## src/rtl/array_port_ctrl.sv

```systemverilog
// rtl/array_port_ctrl.sv - clear-then-arbitrate controller for a single-port 128x74 array macro
module array_port_ctrl #(
    parameter int DEPTH        = 128,
    parameter int WIDTH        = 74,
    parameter int STARVE_LIMIT = 4
) (
    input  logic                     clock,
    input  logic                     reset,
    input  logic                     io_w_valid,
    output logic                     io_w_ready,
    input  logic [$clog2(DEPTH)-1:0] io_w_bits_addr,
    input  logic [1:0]               io_w_bits_mask,
    input  logic [WIDTH-1:0]         io_w_bits_data,
    input  logic                     io_r_req_valid,
    output logic                     io_r_req_ready,
    input  logic [$clog2(DEPTH)-1:0] io_r_req_bits_addr,
    output logic                     io_r_resp_valid,
    input  logic                     io_r_resp_ready,
    output logic [WIDTH-1:0]         io_r_resp_bits_data,
    output logic                     io_init_done,
    output logic [$clog2(DEPTH)-1:0] array_addr,
    output logic                     array_en,
    output logic                     array_wmode,
    output logic [1:0]               array_wmask,
    output logic [WIDTH-1:0]         array_wdata,
    input  logic [WIDTH-1:0]         array_rdata
);

    localparam int AW = $clog2(DEPTH);
    localparam int SW = $clog2(STARVE_LIMIT + 1);

    typedef enum logic {
        ST_INIT = 1'b0,
        ST_RUN  = 1'b1
    } state_t;

    state_t           state;
    logic [AW-1:0]    sweep_cnt;
    logic             init_done_q;

    // Two-entry response queue; credits keep occ + inflight <= 2.
    logic [WIDTH-1:0] q_mem [2];
    logic             wr_ptr;
    logic             rd_ptr;
    logic [1:0]       occ;
    logic             inflight;
    logic [SW-1:0]    starve_cnt;

    logic             in_run;
    logic             in_init;
    logic             deq;
    logic [1:0]       outstanding;
    logic             read_elig;
    logic             starved;
    logic             write_grant;
    logic             read_grant;

    // Outputs are forced quiet while reset is asserted, even mid-sweep.
    assign in_run  = !reset && (state == ST_RUN);
    assign in_init = !reset && (state == ST_INIT);

    // A dequeue in the same cycle frees a slot, which sustains one read per cycle.
    assign deq         = in_run && (occ != 2'd0) && io_r_resp_ready;
    assign outstanding = occ + {1'b0, inflight} - {1'b0, deq};
    assign read_elig   = in_run && io_r_req_valid && (outstanding < 2'd2);
    assign starved     = (starve_cnt == SW'(STARVE_LIMIT));
    assign write_grant = in_run && io_w_valid && (!read_elig || starved);
    assign read_grant  = read_elig && !write_grant;

    assign io_w_ready          = write_grant;
    assign io_r_req_ready      = read_grant;
    assign io_r_resp_valid     = !reset && (occ != 2'd0);
    assign io_r_resp_bits_data = reset ? '0 : q_mem[rd_ptr];
    assign io_init_done        = !reset && init_done_q;

    // Drive the macro port: clear sweep, granted write, granted read, or idle zeros.
    always_comb begin
        array_en    = 1'b0;
        array_wmode = 1'b0;
        array_addr  = '0;
        array_wmask = 2'b00;
        array_wdata = '0;
        if (in_init) begin
            array_en    = 1'b1;
            array_wmode = 1'b1;
            array_wmask = 2'b11;
            array_addr  = sweep_cnt;
        end else if (write_grant) begin
            array_en    = 1'b1;
            array_wmode = 1'b1;
            array_wmask = io_w_bits_mask;
            array_addr  = io_w_bits_addr;
            array_wdata = io_w_bits_data;
        end else if (read_grant) begin
            array_en    = 1'b1;
            array_addr  = io_r_req_bits_addr;
        end
    end

    // Sweep every address with zeros after reset, then enter normal operation.
    always_ff @(posedge clock) begin
        if (reset) begin
            state       <= ST_INIT;
            sweep_cnt   <= '0;
            init_done_q <= 1'b0;
        end else begin
            case (state)
                ST_INIT: begin
                    sweep_cnt <= sweep_cnt + 1'b1;
                    if (sweep_cnt == AW'(DEPTH - 1)) begin
                        state       <= ST_RUN;
                        init_done_q <= 1'b1;
                    end
                end
                default: begin
                    state       <= ST_RUN;
                    init_done_q <= 1'b1;
                end
            endcase
        end
    end

    // Track the in-flight read, capture macro data, and count write starvation.
    always_ff @(posedge clock) begin
        if (reset) begin
            wr_ptr     <= 1'b0;
            rd_ptr     <= 1'b0;
            occ        <= 2'd0;
            inflight   <= 1'b0;
            starve_cnt <= '0;
        end else begin
            inflight <= read_grant;
            if (inflight) begin
                q_mem[wr_ptr] <= array_rdata;
                wr_ptr        <= ~wr_ptr;
            end
            if (deq) begin
                rd_ptr <= ~rd_ptr;
            end
            occ <= occ + {1'b0, inflight} - {1'b0, deq};
            if (write_grant) begin
                starve_cnt <= '0;
            end else if (in_run && io_w_valid && !starved) begin
                starve_cnt <= starve_cnt + 1'b1;
            end
        end
    end

endmodule

```

## config.mk

```make
export PLATFORM = sky130hd
export DESIGN_NAME = array_port_ctrl
export DESIGN_NICKNAME = d
export VERILOG_FILES = /design/src/rtl/array_port_ctrl.sv
export SDC_FILE = /design/constraint.sdc
export NUM_CORES = 1
export LEC_CHECK = 0
export ABC_AREA = 1
export CAP_MARGIN = 25
export CORE_ASPECT_RATIO = 2
export CORE_MARGIN = 2
export CORE_UTILIZATION = 35
export CTS_CLUSTER_SIZE = 16
export DETAILED_ROUTE_END_ITERATION = 10
export PLACE_DENSITY = 0.8
export SYNTH_ARGS = -nofsm -noshare
export SYNTH_HDL_FRONTEND = slang
export SYNTH_SLANG_ARGS = --single-unit
```

## constraint.sdc

```tcl
create_clock -name clock -period 8.6 [get_ports clock]
set_clock_uncertainty 0.05 [all_clocks]
set_input_delay 0.86 -clock clock [delete_from_list [all_inputs] [get_ports clock]]
set_output_delay 0.86 -clock clock [all_outputs]
set_load 0.02 [all_outputs]
```

==> run summary <==
cell mode on critical path - inv_1
I/O Buffers - 331
fin cells - 1305
met2 WL - 12130 um
Synth Warn # - 0
Final Setup Violations - 0
GRT overflow - 0
area leader, netlist - edfxtp_1
Met3 Wirelength - 2360 um
DR pass1 iterations - 5
largest net degree at the start of global routing - 83
LEAKAGE - 0.004395 uW
CTS root buf - clkbuf_16
CTS tree - done
Top FF cell, synth - edfxtp_1
cts bufs inserted - 17
share of layout cells above drive strength 1 - 0.04532
top cells by area, synth - edfxtp_1, nor2_1, o21ai_0, inv_1, dfxtp_1
Hold Buf Count CTS - 0
Antenna Nets Post-Route - 0
syn_area_per_cell - 10.19 sq um
Max Cap Violations - 0
GP Congestion - 0.8218
Power Dens Cells - 157.9 nW/um^2
Data required, critical path - 7.69 ns
CTS clk-pin slew, worst paths - 0.06 ns
Rel. slew slack - 0.3127
critical path arrival - 5.03 ns
Pins Over Slew Limit - 0
first-pass GRT wire length - 34180 um
register area share after synthesis - 0.6691
EDFF count, synth - 148
final core occ - 0.5578
residual DRC count - 0
core area - 20280 sq um
Least-Margin Pin Slew - 1.031 ns
CTS H-tree lvls - 4
flops & latches, synth - 166
Fmax achieved - 0.1683 GHz
initial antenna violation count - 3
Die Area - 21750 sq um
initial DRC count - 462
most frequent cells in the layout - clkdlybuf4s50_1, nor2_1, edfxtp_1
ratio of final minimum period to clock period - 0.6910
CP Capture Type - output port
Area growth, synth to finish - 57.52%
Critical-path top delay cell - clkdlybuf4s50_1
vias in the first global route - 6067
clock tree buffer depth - 2
Synth Net Count - 879
WL per Instance - 17.90 um
worst skew pair latency - 0.42 ns
critical path's largest stage delay - 0.78 ns
critical-path maximum fanout - 82
RSZ-0062 raised after global routing - no
run status - finished clean
die height - 206.6 um
CP Launch Type - primary input
uppermost routed layer - met5
# resized after CTS - 0
peak supply drop - 0.1549 mV
row count - 74
starting density of the core - 0.3541
Final HPWL DP - 17390 um
Final Hold Violating Endpoints - 0
Cell Area, Synth - 7181 sq um
Distinct cells, synth - 27
M1 wire length - 8049 um
commonest non-fill, non-tap cell in the layout - clkdlybuf4s50_1
fillers - 1687
post-synthesis async set-or-reset flop share - 0
Via Count - 6072
Sink Count - 166
Setup Buffers After CTS - 0
Inst Count DP - 1271
routed wire length - 23360 um
Tot Pwr - 1786 uW
CP Cell Sequence - clkdlybuf4s50_1 -> inv_6 -> nand4_1 -> inv_1 -> ha_1 -> inv_1 -> ha_1 -> inv_1 -> nand2_1 -> nand3_1 -> nand2_2 -> nand3_4 -> nand2_4 -> inv_2 -> nor2_1 -> clkdlybuf4s50_1
NumNets Final - 1199
Final Critical Period - 5.942 ns
Fin Setup TNS - 0 ns
gr usage total - 0.2132
Mapped Cells - 705
kind of critical path - in2out
die width - 105.3 um
post-synth top area share - 0.6189
Hold Crit Class - reg2reg
IO Pins - 332
Via density - 4.653
[layer usage]
layer / track usage / vias up
met5: 0 / -
met4: 0.09524 / 2
met3: 0.08728 / 35
met2: 0.3823 / 329
met1: 0.2147 / 2770
li1: - / 2936
[synthesized netlist by cell type, types with 2 or more instances]
cell	n
nor2_1	240
edfxtp_1	148
inv_1	101
o21ai_0	80
nand2_1	23
dfxtp_1	18
nand3_1	18
clkbuf_1	16
buf_2	14
a21oi_1	8
o2111ai_1	7
ha_1	5
nor3_1	5
buf_6	3
inv_2	2
nand2_2	2
nand2_4	2
nand3_4	2
nand4_1	2
xor2_1	2
[layout make-up]
type                            count  area [sq um]  area share
Inverter                          104         395.4     0.03496
Clock buffer                       19         432.9     0.03827
Timing Repair Buffer              336          3363      0.2973
Antenna cell                        2         5.005   0.0004425
Sequential cell                   166          4806      0.4249
Clock inverter                     12         155.1     0.01372
Multi-Input combinational cell    400          1821      0.1610
Tap cell                          266         332.8     0.02942
[registers in the layout, indices dropped and copies added (netlist names), named ones only]
register,count
starve_cnt,3
state,1
sweep_cnt,7
occ,2
wr_ptr,1
init_done_q,1
q_mem,148
rd_ptr,1
inflight,1
[critical path: cells and delay by family]
kind / cells / cell delay (ns)
buffers and inverters: 7 / 2.29
AND/OR/NAND/NOR: 7 / 1.43
adder cells (fa/ha/maj): 2 / 0.38
[report_power, final]
group / total [uW] / leakage, uW / switching [uW] / internal (uW)
registers: 879 / 0.00148 / 1.34 / 878
clock network: 751 / 0.000275 / 297 / 455
logic: 156 / 0.00265 / 63.8 / 92.4
[logic make-up after synthesis]
family | after synthesis | share of synthesized area
AO/OA/AOI/OAI | 95 | 0.06987
XOR/XNOR | 3 | 0.003660
adder cells (fa/ha/maj) | 5 | 0.008712
buffers and inverters | 139 | 0.07911
flip-flops | 166 | 0.6691
AND/OR/NAND/NOR | 297 | 0.1695
[metrics by stage]
step,hold WS [ns],area (sq um),worst slack (ns)
6_report,0.4186,11310,2.658
5_1_grt,0.4454,11310,2.171
4_1_cts,0.4216,11290,2.583
3_5_place_dp,0.4127,10700,2.586
3_3_place_gp,0.3979,10700,2.719
2_1_floorplan,0.3865,7181,1.927
[path summary, 6_finish.rpt]
check               from             end  slack, ns  depth (start not counted)
hold / removal    wr_ptr          wr_ptr       0.42                          2
setup / recovery   reset  io_r_req_ready       2.66                         16
hold reg to reg   wr_ptr          wr_ptr       0.42                          2
setup reg to reg  occ[0]   starve_cnt[2]       5.76                         15
(Power assumes the default switching activity.)
